`config.mk`:
```
export PLATFORM = sky130hd
export DESIGN_NAME = ps2_host_tx
export DESIGN_NICKNAME = d
export VERILOG_FILES = /design/src/rtl/ps2_pkg.sv /design/src/rtl/ps2_sync_edge.sv /design/src/rtl/ps2_host_tx.sv
export SDC_FILE = /design/constraint.sdc
export NUM_CORES = 1
export LEC_CHECK = 0
export ABC_CLOCK_PERIOD_IN_PS = 3700
export BUFFER_PORTS_ARGS = -buffer_cell sky130_fd_sc_hd__buf_2
export CAP_MARGIN = 20
export CORE_UTILIZATION = 40
export DETAILED_ROUTE_END_ITERATION = 10
export SYNTH_ARGS = -nofsm -noshare
export SYNTH_HDL_FRONTEND = slang
export SYNTH_SLANG_ARGS = --single-unit
```
`constraint.sdc`:
```
create_clock -name clk -period 3.7 [get_ports clk]
set_input_delay 0.185 -clock clk [delete_from_list [all_inputs] [get_ports clk]]
set_output_delay 0.185 -clock clk [all_outputs]
set_load 0.05 [all_outputs]
```
`src/rtl/ps2_pkg.sv`:
```
// Shared PS/2 definitions: FSM state encoding, frame edge indices and parity helper.
// Used by both the host transmitter and the keyboard receiver.
package ps2_pkg;

   localparam logic [2:0] S_IDLE     = 3'd0;
   localparam logic [2:0] S_INHIBIT  = 3'd1;
   localparam logic [2:0] S_REQ      = 3'd2;
   localparam logic [2:0] S_BITS     = 3'd3;
   localparam logic [2:0] S_ACK      = 3'd4;
   localparam logic [2:0] S_WAITIDLE = 3'd5;

   typedef enum logic [2:0] {
      ST_IDLE     = S_IDLE,
      ST_INHIBIT  = S_INHIBIT,
      ST_REQ      = S_REQ,
      ST_BITS     = S_BITS,
      ST_ACK      = S_ACK,
      ST_WAITIDLE = S_WAITIDLE
   } state_t;

   // Device falling-edge numbers within a host-to-device frame (edge 1 = start bit clocked)
   localparam logic [3:0] EDGE_FIRST_BIT = 4'd2;
   localparam logic [3:0] EDGE_PARITY    = 4'd10;
   localparam logic [3:0] EDGE_STOP      = 4'd11;
   localparam logic [3:0] EDGE_ACK       = 4'd12;

   function automatic logic odd_parity(input logic [7:0] b);
      return ~^b;
   endfunction

endpackage

```
`src/rtl/ps2_sync_edge.sv`:
```
// Two-flop synchronizers for the PS/2 clock and data lines plus clock falling-edge detect.
// Lines reset to their idle-high value so reset never produces a spurious edge.
module ps2_sync_edge (
   input  logic clk,
   input  logic reset,
   input  logic ps2_clk,
   input  logic ps2_data,
   output logic clk_sync,
   output logic data_sync,
   output logic clk_fall
);

   logic [1:0] stage1_reg;
   logic [1:0] stage2_reg;
   logic       clk_prev_reg;

   always_ff @(posedge clk) begin
      if (!reset) begin
         stage1_reg   <= 2'b11;
         stage2_reg   <= 2'b11;
         clk_prev_reg <= 1'b1;
      end else begin
         stage1_reg   <= {ps2_data, ps2_clk};
         stage2_reg   <= stage1_reg;
         clk_prev_reg <= stage2_reg[0];
      end
   end

   assign clk_sync  = stage2_reg[0];
   assign data_sync = stage2_reg[1];
   assign clk_fall  = clk_prev_reg & ~stage2_reg[0];

endmodule

```
`src/rtl/ps2_host_tx.sv`:
```
// PS/2 host-to-device byte transmitter: inhibit, request-to-send, clock out data/parity/stop
// on device falling edges, check the device ACK, with a per-edge timeout.
module ps2_host_tx
   import ps2_pkg::*;
#(
   parameter int INHIBIT_CYCLES = 5000,
   parameter int TIMEOUT_CYCLES = 1000000
) (
   input  logic       clk,
   input  logic       reset,
   input  logic [7:0] tx_data,
   input  logic       tx_valid,
   output logic       tx_ready,
   output logic       tx_done,
   output logic       tx_err,
   input  logic       ps2_clk_in,
   input  logic       ps2_data_in,
   output logic       ps2_clk_oe,
   output logic       ps2_data_oe
);

   localparam int INH_W = $clog2(INHIBIT_CYCLES + 1);
   localparam int TMO_W = $clog2(TIMEOUT_CYCLES + 1);
   localparam logic [INH_W-1:0] INH_LAST = INH_W'(INHIBIT_CYCLES - 1);
   localparam logic [INH_W-1:0] INH_PRE  = INH_W'(INHIBIT_CYCLES - 2);
   localparam logic [TMO_W-1:0] TMO_LAST = TMO_W'(TIMEOUT_CYCLES - 1);

   state_t             state_reg, state_next;
   logic [7:0]         byte_reg, byte_next;
   logic               parity_reg, parity_next;
   logic [3:0]         edge_reg, edge_next;
   logic [INH_W-1:0]   inh_reg, inh_next;
   logic [TMO_W-1:0]   tmo_reg, tmo_next;
   logic               clk_oe_reg, clk_oe_next;
   logic               data_oe_reg, data_oe_next;
   logic               done_reg, done_next;
   logic               err_reg, err_next;
   logic               ready_reg, ready_next;
   logic               clk_sync, data_sync, clk_fall;
   logic [3:0]         edge_n;
   logic               waiting;

   ps2_sync_edge u_sync (
      .clk       (clk),
      .reset     (reset),
      .ps2_clk   (ps2_clk_in),
      .ps2_data  (ps2_data_in),
      .clk_sync  (clk_sync),
      .data_sync (data_sync),
      .clk_fall  (clk_fall)
   );

   always_ff @(posedge clk) begin
      if (!reset) begin
         state_reg   <= ST_IDLE;
         byte_reg    <= '0;
         parity_reg  <= 1'b0;
         edge_reg    <= '0;
         inh_reg     <= '0;
         tmo_reg     <= '0;
         clk_oe_reg  <= 1'b0;
         data_oe_reg <= 1'b0;
         done_reg    <= 1'b0;
         err_reg     <= 1'b0;
         ready_reg   <= 1'b0;
      end else begin
         state_reg   <= state_next;
         byte_reg    <= byte_next;
         parity_reg  <= parity_next;
         edge_reg    <= edge_next;
         inh_reg     <= inh_next;
         tmo_reg     <= tmo_next;
         clk_oe_reg  <= clk_oe_next;
         data_oe_reg <= data_oe_next;
         done_reg    <= done_next;
         err_reg     <= err_next;
         ready_reg   <= ready_next;
      end
   end

   always_comb begin
      state_next   = state_reg;
      byte_next    = byte_reg;
      parity_next  = parity_reg;
      edge_next    = edge_reg;
      inh_next     = inh_reg;
      tmo_next     = tmo_reg;
      clk_oe_next  = clk_oe_reg;
      data_oe_next = data_oe_reg;
      done_next    = 1'b0;
      err_next     = 1'b0;
      edge_n       = edge_reg + 4'd1;
      waiting      = state_reg inside {ST_REQ, ST_BITS, ST_ACK, ST_WAITIDLE};

      if (waiting)
         tmo_next = clk_fall ? '0 : tmo_reg + 1'b1;

      case (state_reg)
         ST_IDLE: begin
            clk_oe_next  = 1'b0;
            data_oe_next = 1'b0;
            if (tx_valid && ready_reg) begin
               byte_next    = tx_data;
               parity_next  = odd_parity(tx_data);
               inh_next     = '0;
               clk_oe_next  = 1'b1;
               data_oe_next = (INHIBIT_CYCLES == 1);
               state_next   = ST_INHIBIT;
            end
         end
         ST_INHIBIT: begin
            if (inh_reg == INH_LAST) begin
               clk_oe_next  = 1'b0;
               data_oe_next = 1'b1;
               edge_next    = '0;
               state_next   = ST_REQ;
            end else begin
               inh_next     = inh_reg + 1'b1;
               clk_oe_next  = 1'b1;
               data_oe_next = (inh_reg == INH_PRE);
            end
         end
         ST_REQ: begin
            if (clk_fall) begin
               edge_next  = 4'd1;
               state_next = ST_BITS;
            end
         end
         ST_BITS: begin
            if (clk_fall) begin
               edge_next = edge_n;
               if (edge_n == EDGE_STOP) begin
                  data_oe_next = 1'b0;
                  state_next   = ST_ACK;
               end else if (edge_n == EDGE_PARITY) begin
                  data_oe_next = ~parity_reg;
               end else begin
                  data_oe_next = ~byte_reg[3'(edge_n - EDGE_FIRST_BIT)];
               end
            end
         end
         ST_ACK: begin
            if (clk_fall) begin
               edge_next = EDGE_ACK;
               if (!data_sync) begin
                  state_next = ST_WAITIDLE;
               end else begin
                  err_next   = 1'b1;
                  state_next = ST_IDLE;
               end
            end
         end
         ST_WAITIDLE: begin
            if (clk_sync && data_sync) begin
               done_next  = 1'b1;
               state_next = ST_IDLE;
            end
         end
         default: state_next = ST_IDLE;
      endcase

      // A device that stops clocking must not hold the bus forever
      if (waiting && !clk_fall && !done_next && tmo_reg == TMO_LAST) begin
         clk_oe_next  = 1'b0;
         data_oe_next = 1'b0;
         err_next     = 1'b1;
         state_next   = ST_IDLE;
      end

      if (state_next != state_reg)
         tmo_next = '0;

      ready_next = (state_next == ST_IDLE) && !done_next && !err_next;
   end

   assign tx_ready    = ready_reg;
   assign tx_done     = done_reg;
   assign tx_err      = err_reg;
   assign ps2_clk_oe  = clk_oe_reg;
   assign ps2_data_oe = data_oe_reg;

endmodule

```
==> results of run 1 <==
-- power by group through the flow --
stage / clock network [W] / registers [W] / logic (W)
global route: 0.000719 / 0.000658 / 0.000130
global placement: 0 / 0.000671 / 0.000115
CTS: 0.000683 / 0.000656 / 0.000118
floorplan: 0 / 0.000673 / 0.0000830
detailed placement: 0 / 0.000670 / 0.000117
finish: 0.000667 / 0.000656 / 0.000117
-- critical path, cell delays in order (launching register included) --
cell	delay, ns
sky130_fd_sc_hd__dfxtp_1	0.74
sky130_fd_sc_hd__xor2_2	0.43
sky130_fd_sc_hd__nand2_2	0.19
sky130_fd_sc_hd__or4_4	0.61
sky130_fd_sc_hd__o221ai_2	0.62
sky130_fd_sc_hd__nor4_1	0.12
-- final cells by class --
class	instances	area [sq um]
clock buffer	9	124
clock inverter	7	100
fill	762	4140
inverter	9	33.8
multi-input combinational	298	1940
sequential	59	1180
tap	102	128
timing repair buffer	22	120
-- kinds of logic (layout without fill, tap and decap cells) --
group | count (synthesis) | count (layout) | share of synthesized area (%)
flops | 59 | 59 | 36.4
mux | 2 | 2 | 1.00
fa+ha+maj | 6 | 6 | 2.31
buf+inv | 27 | 47 | 3.82
simple gates | 183 | 183 | 31.7
compound gates | 79 | 79 | 17.0
xor+xnor | 28 | 28 | 7.79
-- synthesized netlist by cell type (all sizes together) (3+ instances only) --
master  count
clkbuf     10
nor2       28
nand2b      6
nand4      13
and2        6
or3         3
and3        9
o21ai      19
nand3      16
nor4       13
and4        4
nor2b       6
a21boi     11
nor3b       4
o31ai       3
nand2      51
xor2       13
a211oi      5
inv         9
a21oi      17
ha          6
nor3       16
xnor2      15
dfxtp      59
o211ai      3
buf         8
-- routing by layer --
layer	GRT usage, %	up-vias
met3	5.06	14
met1	24.1	1256
li1	-	1425
met5	0	-
met4	8.07	0
met2	28.2	50
-- per-stage QoR --
| stage | worst slack [ns] | total power [W] |
|---|---|---|
| 5_1_grt | 0.658 | 0.00151 |
| 6_report | 0.838 | 0.00144 |
| 4_1_cts | 0.847 | 0.00146 |
| 2_1_floorplan | 1.72 | 0.000756 |
| 3_5_place_dp | 0.856 | 0.000787 |
| 3_3_place_gp | 0.909 | 0.000786 |
-- worst max-delay path by stage --
stage / cells after the start / slack (ns) / startpoint / to
after CTS: 5 / 0.85 / state_reg[2] / tmo_reg[3]
after detailed placement: 5 / 0.86 / state_reg[2] / tmo_reg[3]
after global routing: 5 / 0.66 / state_reg[2] / tmo_reg[19]
after floorplan: 7 / 1.72 / inh_reg[3] / tmo_reg[5]
final: 5 / 0.84 / state_reg[2] / tmo_reg[3]
after global placement: 5 / 0.91 / state_reg[2] / tmo_reg[19]
==> flow_summary.rst, run 1 <==
.. list-table::
   :header-rows: 1

   * - Metric
     - Value
   * - Top cell type's share of synthesized area
     - 36.4%
   * - Antenna diode count
     - 0
   * - Share of synthesized area occupied by flip-flops and latches
     - 36.4%
   * - Tightest Hold Check Type
     - in2reg
   * - Endpoint of the lowest-slack register-to-register path
     - tmo_reg[3]
   * - Detailed-route DRC error count
     - 0
   * - Number of buffers created by CTS
     - 9
   * - Floorplan Core Area
     - 7770 sq um
   * - Clock-pin slew on the worst setup and hold paths
     - 0.08 ns
   * - Wire length on met1
     - 3570 um
   * - Setup repair after global routing missed its margin
     - false
   * - Max frequency
     - 349 MHz
   * - Worst r2r path cells
     - 5
   * - Number of distinct library cells after synthesis
     - 62
   * - Arrival @ worst endpoint
     - 3.06 ns
   * - Pint
     - 0.00107 W
   * - Total GRT Usage
     - 18.4%
   * - Highest metal layer used by the detailed router
     - met4
   * - Total placed cells including tap cells
     - 490
   * - Share of cells above drive strength 1
     - 14.6%
   * - Synth Warn #
     - 0
   * - Power density over cell area
     - 397 nW/um^2
   * - TritonCTS clock tree
     - done
   * - Placed cell area
     - 3400 sq um
   * - CTS Hold Buffers Added
     - 0
   * - Die H
     - 92.1 um
   * - Finished Layout Cells
     - 506
   * - Max Slew Vio Count
     - 0
   * - Row cnt
     - 32
   * - Via density
     - 5.42
   * - Outcome
     - finished clean
   * - Fraction of power consumed by the clock network
     - 46.3%
   * - H-tree depth
     - 3
   * - Peak VDD IR
     - 276 uV
   * - Grt ovf
     - 0
   * - Cells after synthesis
     - 384
   * - Area of the die
     - 8480 sq um
   * - I/O pins
     - 18
   * - Final wirelength
     - 7020 um
   * - Width of the die
     - 92.1 um
   * - Final setup violation count
     - 0
   * - Most common cell after layout, fill and taps aside
     - sky130_fd_sc_hd__dfxtp_1
   * - Initial core utilization
     - 41.8%
   * - Number of antenna violations at the first check in global routing
     - 0
   * - Launching element type of the critical path
     - register
   * - HPWL after detailed placement
     - 4940 um
   * - Number of flip-flops in the largest register
     - 20
   * - Final weighted congestion of routability-driven global placement
     - 0.848
   * - First-pass detailed-route iteration total
     - 4
   * - Ys async rst share
     - 0%
   * - Drt first-iter violations
     - 143
   * - Required @ worst endpoint
     - 3.90 ns
   * - Sinks on Clock Net
     - 59
   * - Cell area after technology mapping
     - 3240 sq um
   * - Number of maximum-capacitance violations
     - 0
   * - Sequential cell fraction of total power
     - 45.6%
   * - Number of enable-type register cells in the synthesized netlist
     - 0
   * - Largest net degree at the start of global routing
     - 28
   * - Largest driver fanout on the critical path
     - 20
   * - Routed length on met3
     - 265 um
   * - Min-Delay Endpoint
     - u_sync.stage1_reg[0]
   * - Number of nets in the finished design
     - 418
   * - Critical Path End Type
     - register
   * - Worst setup path category
     - reg2reg
   * - Critical register-to-register path startpoint
     - state_reg[2]
   * - Net switching fraction of the power
     - 25.6%
   * - Final core utilization
     - 46.7%
   * - Insertion delay of the later-clocked pin in the worst-skew pair
     - 0.34 ns
   * - Final standard cell area without fillers
     - 3630 sq um
   * - Most frequently used flop master after synthesis
     - sky130_fd_sc_hd__dfxtp_1
   * - Min Clock Period, post-route
     - 2.86 ns
   * - Synthesized Nets
     - 403
   * - Dominant cell type by area after synthesis
     - sky130_fd_sc_hd__dfxtp_1
   * - Worst slew slack as a fraction of its limit
     - 51.4%
   * - Postcts setup bufs
     - 0
   * - Hold Slack
     - 0.0172 ns
   * - Number of buffers inserted by port buffering
     - 17
   * - Total leakage power
     - 1.24 nW
   * - Routed length on met2
     - 3030 um
   * - Worst hold start
     - ps2_clk_in
   * - NetSw
     - 0.000369 W
   * - Worst hold path stage count
     - 2
   * - Global-route wire length before repair
     - 12300 um
   * - Total via count in the routed design
     - 2745
   * - Share of total power in combinational logic
     - 8.1%
   * - Worst reg2reg setup slack
     - 0.84 ns
   * - Leading cell types in the layout, fill and taps excluded
     - sky130_fd_sc_hd__dfxtp_1, sky130_fd_sc_hd__nand2_1, sky130_fd_sc_hd__nor2_1, sky130_fd_sc_hd__o21ai_0, sky130_fd_sc_hd__buf_2
   * - Clock Root Buffer
     - sky130_fd_sc_hd__clkbuf_8
   * - Final hold viol count
     - 0
   * - Avg Synthesized Cell Area
     - 8.45 sq um
   * - Number of register bits inferred by synthesis
     - 59
   * - Aggregate negative setup slack
     - 0 ns
   * - Count of instances resized after the clock tree is built
     - 0
   * - Top area cells in the synthesized netlist
     - sky130_fd_sc_hd__dfxtp_1, sky130_fd_sc_hd__nand2_1, sky130_fd_sc_hd__xnor2_1
   * - Area growth syn-to-layout
     - 11.8%
   * - Fin Clk Skew
     - 0.0106 ns
   * - Via count of the first global-routing pass
     - 2618
   * - Share of the cycle needed by the critical path after routing
     - 77.3%
   * - Average routed wire per standard cell
     - 13.9 um
   * - Pin slew with the least headroom to its limit
     - 0.730 ns
   * - Post-route antenna net violation count
     - 0
   * - Maximum clock path buffer count
     - 2
(Power assumes the default switching activity.)
==> run 2, diff against run 1 <==
--- a/config.mk
+++ b/config.mk
@@ -5,7 +5,7 @@
 export SDC_FILE = /design/constraint.sdc
 export NUM_CORES = 1
 export LEC_CHECK = 0
-export ABC_CLOCK_PERIOD_IN_PS = 3700
+export ABC_CLOCK_PERIOD_IN_PS = 2600
 export BUFFER_PORTS_ARGS = -buffer_cell sky130_fd_sc_hd__buf_2
 export CAP_MARGIN = 20
 export CORE_UTILIZATION = 40
==> constraint.sdc (replaced) <==
create_clock -name clk -period 2.6 [get_ports clk]
set_input_delay 0.13 -clock clk [delete_from_list [all_inputs] [get_ports clk]]
set_output_delay 0.13 -clock clk [all_outputs]
set_load 0.05 [all_outputs]
==> run 2 against run 1 <==
Global-route usage rose by 0.44 points. Clock power up 65%. Clock skew hardly changed. Sequential cell count stayed put. Largest cell class unchanged. Final cell count grew 1.8%. Sequential power increased by 43%. Worst setup slack worse by 0.39 ns. Critical endpoint is now tmo_reg[1]. Register-to-register slack got worse by 0.39 ns. Via count up 3.5%.
==> flow_summary.rst, run 2 (same netlist as run 1, synthesis figures left out) <==
.. list-table::
   :header-rows: 1

   * - Metric
     - Value
   * - Final hold viol count
     - 0 (unchanged)
   * - Final setup violation count
     - 0 (unchanged)
   * - H-tree depth
     - 3 (unchanged)
   * - Cells traversed along the worst timing path
     - ha_1 > and3_1 > nand4_1 > or4_4 > a21bo_2 > o221ai_2 > buf_4 > nor4_1
   * - Timing startpoint of the critical path
     - tmo_reg[0]
   * - Die H
     - 92.1 um (unchanged)
   * - Number of maximum-capacitance violations
     - 0 (unchanged)
   * - Final wirelength
     - 7280 um (+3.6%)
   * - Worst-case setup slack after placement
     - 0.449 ns (-0.407 ns)
   * - Clock Root Buffer
     - sky130_fd_sc_hd__clkbuf_8
   * - Width of the die
     - 92.1 um (unchanged)
   * - I/O pins
     - 18 (unchanged)
   * - Max Slew Vio Count
     - 0 (unchanged)
   * - Total GRT Usage
     - 18.8% (+0.44 points)
   * - Arrival @ worst endpoint
     - 2.36 ns (-0.70 ns)
   * - Worst reg2reg setup slack
     - 0.45 ns (-0.39 ns)
   * - Outcome
     - finished clean
   * - Area growth syn-to-layout
     - 15.1%
   * - Delay contributed by the slowest stage of the critical path
     - 0.54 ns (-0.20 ns)
   * - Most common cell after layout, fill and taps aside
     - sky130_fd_sc_hd__dfxtp_1
   * - Maximum clock path buffer count
     - 2 (unchanged)
   * - Total leakage power
     - 1.30 nW (+4.7%)
   * - Number of nets in the finished design
     - 427 (+2.2%)
   * - Max frequency
     - 464 MHz (+33%)
   * - CTS Hold Buffers Added
     - 2 (+2)
   * - Largest driver fanout on the critical path
     - 11 (-45%)
   * - Final weighted congestion of routability-driven global placement
     - 0.806 (-4.9%)
   * - Fin Clk Skew
     - 0.0107 ns (+0.0000922 ns)
   * - Endpoint of the lowest-slack register-to-register path
     - tmo_reg[1]
   * - Number of flip-flops in the largest register
     - 20 (unchanged)
   * - First-pass detailed-route iteration total
     - 4 (unchanged)
   * - Pin slew with the least headroom to its limit
     - 0.601 ns (-0.129 ns)
   * - Average routed wire per standard cell
     - 14.1 um (+1.8%)
   * - Antenna diode count
     - 0 (unchanged)
   * - Leading cell types in the layout, fill and taps excluded
     - sky130_fd_sc_hd__dfxtp_1, sky130_fd_sc_hd__nand2_1, sky130_fd_sc_hd__nor2_1, sky130_fd_sc_hd__o21ai_0
   * - HPWL after detailed placement
     - 5150 um (+4.4%)
   * - Sinks on Clock Net
     - 59 (unchanged)
   * - Tightest Hold Check Type
     - in2reg
   * - Grt ovf
     - 0 (unchanged)
   * - TritonCTS clock tree
     - done
   * - Power density over cell area
     - 591 nW/um^2 (+49%)
   * - Worst setup path category
     - reg2reg
   * - Drt first-iter violations
     - 174 (+22%)
   * - Worst slew slack as a fraction of its limit
     - 59.6% (+8.3 points)
   * - Post-route antenna net violation count
     - 0 (unchanged)
   * - Via count of the first global-routing pass
     - 2730 (+4.3%)
   * - Share of cells above drive strength 1
     - 15.5% (+0.89 points)
   * - Worst r2r path cells
     - 8 (+3)
   * - Worst Setup Slack, final
     - 0.446 ns (-0.392 ns)
   * - Number of buffers created by CTS
     - 9 (unchanged)
   * - Launching element type of the critical path
     - register
   * - Total via count in the routed design
     - 2841 (+3.5%)
   * - Required @ worst endpoint
     - 2.81 ns (-1.09 ns)
   * - Peak VDD IR
     - 294 uV (+6.5%)
   * - Postcts setup bufs
     - 0 (unchanged)
   * - Insertion delay of the later-clocked pin in the worst-skew pair
     - 0.34 ns (about the same)
   * - Row cnt
     - 32 (unchanged)
   * - Aggregate negative setup slack
     - 0 ns (unchanged)
   * - Setup repair after global routing missed its margin
     - false
   * - Initial core utilization
     - 41.8% (unchanged)
   * - Slowest CP cell
     - sky130_fd_sc_hd__or4_4
   * - Global-route wire length before repair
     - 12700 um (+2.9%)
   * - Critical Path End Type
     - register
   * - Number of antenna violations at the first check in global routing
     - 0 (unchanged)
   * - Floorplan Core Area
     - 7770 sq um (unchanged)
   * - Worst hold path stage count
     - 3 (+1)
   * - Number of buffers inserted by port buffering
     - 17 (unchanged)
   * - Via density
     - 5.52 (+1.7%)
   * - Count of instances resized after the clock tree is built
     - 0 (unchanged)
   * - Clock-pin slew on the worst setup and hold paths
     - 0.07 ns (about the same)
   * - Share of the cycle needed by the critical path after routing
     - 82.8% (+5.5 points)
   * - Largest net degree at the start of global routing
     - 28 (unchanged)
   * - Worst hold start
     - tx_data[6]
   * - Detailed-route DRC error count
     - 0 (unchanged)
   * - Min Clock Period, post-route
     - 2.15 ns (-0.708 ns)
   * - Critical path's top delay family
     - simple AND/OR/NAND/NOR gates
   * - Area of the die
     - 8480 sq um (unchanged)
   * - Min-Delay Endpoint
     - byte_reg[6]
   * - Total power of the final layout
     - 0.00221 W (+53%)
   * - Worst Path Buf+Inv
     - 1 (+1)
   * - Critical register-to-register path startpoint
     - tmo_reg[0]
[run 2: cell types whose count changed in the layout (fill, tap and decap cells not counted), sizes merged]
cell | before | now
buf | 22 | 29
clkinv | 4 | 1
bufinv | 2 | 4
clkbuf | 9 | 11
dlygate4sd3 | 0 | 2
inv | 10 | 9
[run 2: cell type report]
class                   count  area, sq um
fillers                   759         4030
inverters                   9         33.8
well taps                 102          128
clock inverters             5          125
clock buffers              11          131
repair buffers             31          195
multi-input cells         298         1940
flip-flops and latches     59         1180
[run 2: worst max path at each step]
stage,end,slack [ns],cells past startpoint
2_1_floorplan,tmo_reg[5],0.62,7
3_3_place_gp,tmo_reg[5],0.49,7
3_5_place_dp,tmo_reg[5],0.45,7
4_1_cts,tmo_reg[1],0.44,7
5_1_grt,inh_reg[7],0.30,7
6_report,tmo_reg[1],0.45,8
[run 2: report_power, final]
group	leakage (nW)	switching [W]	internal, W	total [W]
combinational	0.690	0.000109	0.0000627	0.000171
sequential	0.478	0.0000171	0.000921	0.000938
clock	0.128	0.000363	0.000733	0.00110
[run 2: layer usage]
metal	track usage (%)	share of wire [%]	vias to the layer above
li1	-	-	1443
met1	24.5	49	1345
met2	30.5	46	48
met3	4.98	4.4	5
met4	5.47	1.0	0
met5	0	0	-
[run 2: tightest hold or removal path, cell delays in order]
cell                       delay, ns
sky130_fd_sc_hd__buf_2          0.11
sky130_fd_sc_hd__nand2_1        0.05
sky130_fd_sc_hd__a21boi_0       0.06
[run 2: through the flow]
stage	hold WS [ns]	utilization, %	instances	instance area, sq um
finish	0.0562	48.1	515	3730
global route	0.0430	48.1	515	3730
CTS	0.0441	48.1	515	3730
detailed placement	0.315	44.5	497	3460
global placement	0.311	44.5	497	3460
floorplan	0.203	-	384	3240
==> run 3, diff against run 2 <==
--- a/config.mk
+++ b/config.mk
@@ -5,7 +5,7 @@
 export SDC_FILE = /design/constraint.sdc
 export NUM_CORES = 1
 export LEC_CHECK = 0
-export ABC_CLOCK_PERIOD_IN_PS = 2600
+export ABC_CLOCK_PERIOD_IN_PS = 1980
 export BUFFER_PORTS_ARGS = -buffer_cell sky130_fd_sc_hd__buf_2
 export CAP_MARGIN = 20
 export CORE_UTILIZATION = 40
==> constraint.sdc (replaced) <==
create_clock -name clk -period 1.98 [get_ports clk]
set_input_delay 0.099 -clock clk [delete_from_list [all_inputs] [get_ports clk]]
set_output_delay 0.099 -clock clk [all_outputs]
set_load 0.05 [all_outputs]
==> run 3 against run 2 <==
The run now ends with negative setup slack left. First-iteration DRC count is 28% lower. Global-route usage is 1.9 points higher. Largest power group unchanged. Non-clock buffer count is 40 higher. Worst hold slack worse by 0.038 ns. Clock power is 19% higher. Final cell count is 8.0% higher.
==> flow_summary.rst, run 3 (same netlist as run 1, synthesis figures left out) <==
.. list-table::
   :header-rows: 1

   * - Metric
     - Value
   * - Failing checks
     - negative setup slack
   * - Maximum clock path buffer count
     - 2 (unchanged)
   * - Highest metal layer used by the detailed router
     - met4
   * - Fin Clk Skew
     - 0.0108 ns (+0.000157 ns)
   * - Share of the cycle needed by the critical path after routing
     - 101% (+18 points)
   * - Critical Path End Type
     - register
   * - Initial core utilization
     - 41.8% (unchanged)
   * - Number of antenna violations at the first check in global routing
     - 0 (unchanged)
   * - Outcome
     - finished, violations left
   * - Post-route antenna net violation count
     - 0 (unchanged)
   * - Endpoint of the lowest-slack register-to-register path
     - tmo_reg[1]
   * - Min-Delay Endpoint
     - byte_reg[7]
   * - Sinks on Clock Net
     - 59 (unchanged)
   * - Clock-pin slew on the worst setup and hold paths
     - 0.07 ns (about the same)
   * - Global-route wire length before repair
     - 13900 um (+9.3%)
   * - Insertion delay of the later-clocked pin in the worst-skew pair
     - 0.34 ns (about the same)
   * - I/O pins
     - 18 (unchanged)
   * - Final wirelength
     - 7980 um (+9.6%)
   * - Number of flip-flops in the largest register
     - 20 (unchanged)
   * - Leading cell types in the layout, fill and taps excluded
     - sky130_fd_sc_hd__dfxtp_1, sky130_fd_sc_hd__nand2_1, sky130_fd_sc_hd__buf_4, sky130_fd_sc_hd__nor2_1
   * - Area of the die
     - 8480 sq um (unchanged)
   * - Share of cells above drive strength 1
     - 27.5% (+12 points)
   * - Clock Root Buffer
     - sky130_fd_sc_hd__clkbuf_8
   * - First-pass detailed-route iteration total
     - 5 (+1)
   * - Finished Layout Cells
     - 556 (+8.0%)
   * - Arrival @ worst endpoint
     - 2.22 ns (-0.14 ns)
   * - Number of maximum-capacitance violations
     - 0 (unchanged)
   * - Area growth syn-to-layout
     - 28.9%
   * - Worst reg2reg setup slack
     - -0.02 ns (-0.47 ns)
   * - Average routed wire per standard cell
     - 14.3 um (+1.6%)
   * - Grt ovf
     - 0 (unchanged)
   * - Launching element type of the critical path
     - register
   * - Most common cell after layout, fill and taps aside
     - sky130_fd_sc_hd__dfxtp_1
   * - Worst Setup Slack, final
     - -0.0200 ns (-0.466 ns)
   * - Die H
     - 92.1 um (unchanged)
   * - Setup repair after global routing missed its margin
     - true
   * - Tightest Hold Check Type
     - in2reg
   * - Row cnt
     - 32 (unchanged)
   * - Power density over cell area
     - 675 nW/um^2 (+14%)
   * - Largest net degree at the start of global routing
     - 25 (-11%)
   * - Wire length on met1
     - 3810 um (+6.8%)
   * - Pin slew with the least headroom to its limit
     - 0.364 ns (-0.237 ns)
   * - H-tree depth
     - 3 (unchanged)
   * - Width of the die
     - 92.1 um (unchanged)
   * - Critical register-to-register path startpoint
     - inh_reg[4]
   * - Worst setup path category
     - reg2reg
   * - Max Slew Vio Count
     - 0 (unchanged)
   * - Final setup violation count
     - 12 (+12)
   * - Drt first-iter violations
     - 125 (-28%)
   * - Peak VDD IR
     - 289 uV (-1.8%)
   * - Total GRT Usage
     - 20.7% (+1.9 points)
   * - Required @ worst endpoint
     - 2.20 ns (-0.61 ns)
   * - Final weighted congestion of routability-driven global placement
     - 0.813 (+0.79%)
   * - Total placed cells including tap cells
     - 533 (+7.2%)
   * - TritonCTS clock tree
     - done
   * - Min Clock Period, post-route
     - 2.00 ns (-0.154 ns)
   * - Antenna diode count
     - 0 (unchanged)
   * - Max frequency
     - 500 MHz (+7.7%)
   * - Worst hold start
     - tx_data[7]
   * - Worst slew slack as a fraction of its limit
     - 75.1% (+15 points)
   * - Total leakage power
     - 1.54 nW (+19%)
   * - Detailed-route DRC error count
     - 0 (unchanged)
   * - Floorplan Core Area
     - 7770 sq um (unchanged)
   * - Worst r2r path cells
     - 7 (-1)
   * - HPWL after detailed placement
     - 5610 um (+8.9%)
   * - Worst hold path stage count
     - 3 (unchanged)
   * - Routed length on met2
     - 3660 um (+10%)
   * - Total via count in the routed design
     - 3036 (+6.9%)
   * - Via count of the first global-routing pass
     - 2898 (+6.2%)
   * - Via density
     - 5.46 (-1.0%)
   * - Routed length on met3
     - 337 um (+6.0%)
   * - Largest driver fanout on the critical path
     - 11 (unchanged)
   * - Final hold viol count
     - 0 (unchanged)
   * - Aggregate negative setup slack
     - -0.129 ns (-0.129 ns)
   * - Number of buffers inserted by port buffering
     - 17 (unchanged)
   * - Number of buffers created by CTS
     - 9 (unchanged)
   * - Number of nets in the finished design
     - 468 (+9.6%)
-- run 3: worst max path at each step --
stage	end	slack, ns	start
2_1_floorplan	tmo_reg[5]	-0.004	inh_reg[3]
3_3_place_gp	edge_reg[0]	-0.006	inh_reg[3]
3_5_place_dp	tmo_reg[8]	-0.05	inh_reg[3]
4_1_cts	tmo_reg[19]	-0.02	state_reg[0]
5_1_grt	edge_reg[0]	-0.11	inh_reg[4]
6_report	tmo_reg[1]	-0.02	inh_reg[4]
-- run 3: metrics by stage --
step           power [W]  instance area (sq um)  worst slack [ns]  util (%)  hold slack, ns
6_report         0.00282                   4180           -0.0200      53.8          0.0177
4_1_cts          0.00281                   4030           -0.0157      51.8         0.00915
3_3_place_gp     0.00150                   3740          -0.00584      48.1           0.278
3_5_place_dp     0.00150                   3740           -0.0473      48.1           0.284
5_1_grt          0.00294                   4180            -0.114      53.8          0.0156
2_1_floorplan    0.00141                   3240          -0.00413         -           0.172
-- run 3: final cells by class --
class                   count  area, sq um
clock buffers              13          169
clock inverters             3         68.8
fillers                   734         3590
inverters                   9         33.8
multi-input cells         299         2070
flip-flops and latches     59         1180
well taps                 102          128
repair buffers             71          523
-- run 3: what timing repair did --
action | 4_1_cts | 5_1_grt
endpoints found under the setup margin | 23 | 31
cloned | 1 | 0
hold endpoints to repair | 2 | 0
hold buffers | 2 | 0
setup buffers | 1 | 3
pin swaps | 3 | 14
resized for setup | 5 | 32
-- run 3: per-layer routing --
layer	up-vias	track usage, %
met5	-	0
met4	0	10.0
met3	20	3.81
met2	61	31.8
met1	1435	27.9
li1	1520	-
-- run 3: worst max-delay path, stage by stage (launching register included) --
cell                       delay (ns)
sky130_fd_sc_hd__dfxtp_2         0.32
sky130_fd_sc_hd__or4b_4          0.54
sky130_fd_sc_hd__nor3_4          0.24
sky130_fd_sc_hd__a31oi_4         0.15
sky130_fd_sc_hd__o21a_1          0.21
sky130_fd_sc_hd__o221ai_2        0.18
sky130_fd_sc_hd__buf_12          0.18
sky130_fd_sc_hd__nor4_2          0.05
-- run 3: power by group --
part | internal [W] | switching [W]
Sequential | 0.00121 | 0.0000176
Clock | 0.000815 | 0.000494
Combinational | 0.000115 | 0.000173
Total | 0.00214 | 0.000684
